==> src/rtl/alu_reg_file.sv <==
// rtl/alu_reg_file.sv - ALU register file: 2 comb read ports, primary + carry write, zero flag
// Optional macro REGFILE_BYPASS_EN forwards same-cycle write data to the read ports and car_q.
module alu_reg_file #(
    parameter int REG_WIDTH  = 8,
    parameter int ADDR_WIDTH = 3,
    parameter int CAR_IDX    = 7
) (
    input  logic                  clk,
    input  logic                  rst_n,
    input  logic [ADDR_WIDTH-1:0] ra_addr,
    input  logic [ADDR_WIDTH-1:0] rb_addr,
    output logic [REG_WIDTH-1:0]  ra_out,
    output logic [REG_WIDTH-1:0]  rb_out,
    input  logic                  wr_en,
    input  logic [ADDR_WIDTH-1:0] wr_addr,
    input  logic [REG_WIDTH-1:0]  wr_data,
    input  logic                  car_en,
    input  logic [REG_WIDTH-1:0]  car_data,
    input  logic                  zero_en,
    input  logic                  zero_in,
    output logic                  zero_q,
    output logic [REG_WIDTH-1:0]  car_q
);

    localparam int                    NUM_REGS = 2 ** ADDR_WIDTH;
    localparam logic [ADDR_WIDTH-1:0] CAR_ADDR = ADDR_WIDTH'(CAR_IDX);

    logic [REG_WIDTH-1:0] regs_q [NUM_REGS];
    logic [REG_WIDTH-1:0] regs_d [NUM_REGS];
    logic                 zero_d;

    // Primary write is applied last so it overrides the carry write on a collision.
    always_comb begin
        regs_d = regs_q;
        if (car_en) begin
            regs_d[CAR_ADDR] = car_data;
        end
        if (wr_en) begin
            regs_d[wr_addr] = wr_data;
        end
        zero_d = zero_en ? zero_in : zero_q;
    end

    always_ff @(posedge clk or negedge rst_n) begin
        if (!rst_n) begin
            for (int i = 0; i < NUM_REGS; i++) begin
                regs_q[i] <= '0;
            end
            zero_q <= 1'b0;
        end else begin
            regs_q <= regs_d;
            zero_q <= zero_d;
        end
    end

`ifdef REGFILE_BYPASS_EN
    // regs_d already holds the next state with write priority resolved; gate on reset so
    // forwarded data never shows while the array is held clear.
    always_comb begin
        ra_out = '0;
        rb_out = '0;
        car_q  = '0;
        if (rst_n) begin
            ra_out = regs_d[ra_addr];
            rb_out = regs_d[rb_addr];
            car_q  = regs_d[CAR_ADDR];
        end
    end
`else
    always_comb begin
        ra_out = regs_q[ra_addr];
        rb_out = regs_q[rb_addr];
        car_q  = regs_q[CAR_ADDR];
    end
`endif

endmodule

==> config.mk <==
export PLATFORM = sky130hd
export DESIGN_NAME = alu_reg_file
export DESIGN_NICKNAME = d
export VERILOG_FILES = /design/src/rtl/alu_reg_file.sv
export SDC_FILE = /design/constraint.sdc
export NUM_CORES = 1
export LEC_CHECK = 0
export CAP_MARGIN = 20
export CORE_MARGIN = 2
export CORE_UTILIZATION = 50
export CTS_CLUSTER_SIZE = 28
export DETAILED_ROUTE_END_ITERATION = 10
export DONT_BUFFER_PORTS = 1
export PLACE_DENSITY_LB_ADDON = 0.12
export SLEW_MARGIN = 10
export SYNTH_ARGS = -nofsm -noshare
export SYNTH_HDL_FRONTEND = slang
export SYNTH_SLANG_ARGS = --single-unit
==> constraint.sdc <==
create_clock -name clk -period 1.5 [get_ports clk]
set_input_delay 0.15 -clock clk [delete_from_list [all_inputs] [get_ports clk]]
set_output_delay 0.15 -clock clk [all_outputs]
set_load 0.005 [all_outputs]
==> impl_metrics.toml <==
[outcome]
status = "finished, violations left"
failed_checks = "negative hold slack, negative setup slack"

[grt]
grt_max_degree = 66
grt_pass1_wl_um = 13200
grt_pass1_vias = 2318
grt_usage_pct = 21.7
grt-ovfl-total = 0
antenna_found_initial = 0

[finish]
register_area_sq_um = 1630
instances_no_fill = 331
diodes = 0
multiInputGateArea_sq_um = 1900
fin_nets = 259
drive_gt1_share_pct = 65.1
post-route-util_pct = 55.7
fill_cells = 620
syn_to_final_growth_pct = 8.32

[route]
drt-initial-drc-count = 77
drc_errors = 0
wl_um = 8270
viasPerCell = 6.38
firstDrtPassIters = 4
postRouteAntennaNets = 0
wl_per_cell_um = 25.0
num_vias = 2112

[sta]
hold_viol = 65
fin_crit_sh_pct = 111
clock_skew_ns = 0
worst_slew_pin_slew_ns = 0.304
slew_headroom_pct = 79.4
rsz0062_at_grt = "true"
fin_ws_ns = -0.164
fmax_mhz = 601
timing.hold.ws_ns = -0.489
final-setup-viol-count = 16
finalCriticalPeriod_ns = 1.66
slew_violations = 0

[floorplanning]
start_util_pct = 51.4
die_h_um = 90.4
design.core.area_sq_um = 7250
dieArea_sq_um = 8170
die_x_um = 90.4
rows = 31
pin_count = 56

[logic_synthesis]
synth_top_area_share_pct = 43.6
synthAdderAreaFrac_pct = 0
ys_async_sr_fraction_pct = 100
synthXorXnorAreaFrac_pct = 0
ys.flop_type = "dfrtp_1"
yosysSeqAreaShare_pct = 43.6
synth_top_family_by_area = "multiplexers"
yosys-top-cells-count = "89 x mux2_2, 65 x dfrtp_1, 29 x mux4_1"
avgSynthCellArea_sq_um = 17.0
muxShareOfSynthArea_pct = 49.1
netlist_area_sq_um = 3730
synth.distinct_cells = 14
synth_compound_area_share_pct = 0
yosys.area_share.simple_pct = 2.31
synth_seq_cells = 65
synth.most_common_cell = "mux2_2"
syn_inst = 220
synth.area.top_cells = "dfrtp_1 44%, mux2_2 27%, mux4_1 20%"
synth_top_area_cell = "dfrtp_1"
yosysWarningCount = 0
synth_nets = 251
synth_edf_count = 0

[placed_design]
dp_cells = 303
io_buffers = 0
gp_congestion = 0.714
hpwlAfterDp_um = 5460

[clock_network]
cts-root-buf = "clkbuf_8"
path_clk_slew_ns = 0.07
clk_latency_ns = 0.32
clockBufferDepth = 2
cts_hold_buf = 10
numCtsBuffers = 9
tritoncts = "yes"
h-tree-depth = 3
cts.sinks = 65

[setup_path]
cp-start-kind = "register"
timing.rr.start = "zero_q$_DFFE_PN0P_"
slowest_delay_ns = 0.47
required_ns = 1.35
cp-end-kind = "output pin"
path_cells = "mux4_2, mux2_4"
crit_slowest_cell = "mux4_2"
critPathKind = "register to output pin"
crit_start = "car_q[0]$_DFF_PN0_"
path_buf_inv = 0
cpLargestDelayFamily = "multiplexers"
cp.arrival_ns = 1.51
crit_fanout = 4

[job]
cap_violations = 0

[hold_path]
worst_hold_path_type = "primary input to asynchronous set/reset pin"

[power_and_ir_drop]
cellPowerDensity_nw_per_um2 = 1240
leakage_nw = 1.65
ir_worst_vdd_v = 0.000509
## path summary, 6_finish.rpt
check                           cells past startpoint  slack [ns]                      to
worst max-delay path                                2       -0.16               ra_out[0]
worst min-delay path                                0       -0.49      zero_q$_DFFE_PN0P_
worst max register to register                      2        0.16      zero_q$_DFFE_PN0P_
worst min register to register                      1        0.53  regs_q[10]$_DFFE_PN0P_
max in group asynchronous                           0        1.85      car_q[4]$_DFF_PN0_
min in group clk                                    2        0.10      car_q[2]$_DFF_PN0_
## sequential cells by signal (all words and copies together), names as in the netlist
name / count
car_q: 8
regs_q: 56
zero_q: 1
## logic make-up (layout without fill, tap and decap cells)
family | after synthesis | after routing
and+or+nand+nor | 8 | 8
muxes | 121 | 121
DFF | 65 | 65
buffers and inverters | 26 | 38
## cell type report
class / instances / area share (%)
Multi-Input combinational cell: 129 / 46.9
Sequential cell: 65 / 40.3
Timing Repair Buffer: 23 / 4.89
Clock buffer: 12 / 3.84
Tap cell: 99 / 3.07
Clock inverter: 3 / 0.991
## timing repair
item | in CTS | in global routing
resized for setup | 38 | 6
setup endpoints to repair | 16 | 16
endpoints found under the hold margin | 130 | 65
setup buffers | 2 | 1
## through the flow
step / hold slack, ns / setup slack, ns / instance area (sq um) / power [mW] / TNS [ns]
after floorplan: -0.146 / 0.156 / 3730 / 3.26 / 0
after global placement: -0.144 / 0.151 / 3760 / 3.30 / 0
after detailed placement: -0.145 / 0.122 / 3760 / 3.40 / 0
after CTS: -0.506 / -0.201 / 4040 / 5.04 / -2.83
after global routing: -0.513 / -0.219 / 4040 / 5.27 / -3.30
final: -0.489 / -0.164 / 4040 / 5.01 / -2.44
## cells in the final DEF (no fill, tap or decap)
cell type	instances
buf_4	13
bufinv_16	1
clkbuf_1	1
clkbuf_8	11
clkinv_2	2
dfrtp_1	64
dfrtp_2	1
dlygate4sd3_1	10
mux2_2	73
mux2_4	16
mux4_1	2
mux4_2	30
nand4_1	1
nand4b_1	3
nor4b_4	1
nor4bb_2	3
## worst reg2reg max path: stages, from the launching register on
cell and delay [ns]:
dfrtp_1 0.39, mux2_2 0.26, dlygate4sd3_1 0.57
## power by group
part	switching (mW)	internal (mW)	leakage (nW)
Clock	0.623	0.845	0.102
Sequential	0.281	2.12	0.776
Combinational	0.296	0.842	0.774
## per-layer routing
layer	GRT usage, %	up-vias	part of all wire (%)
li1	-	872	-
met4	7.95	0	1.6
met5	0	-	0
met3	5.26	12	6.6
met1	28.6	1155	42
met2	35.3	73	50
No activity file was read; power rests on OpenSTA's default activity.
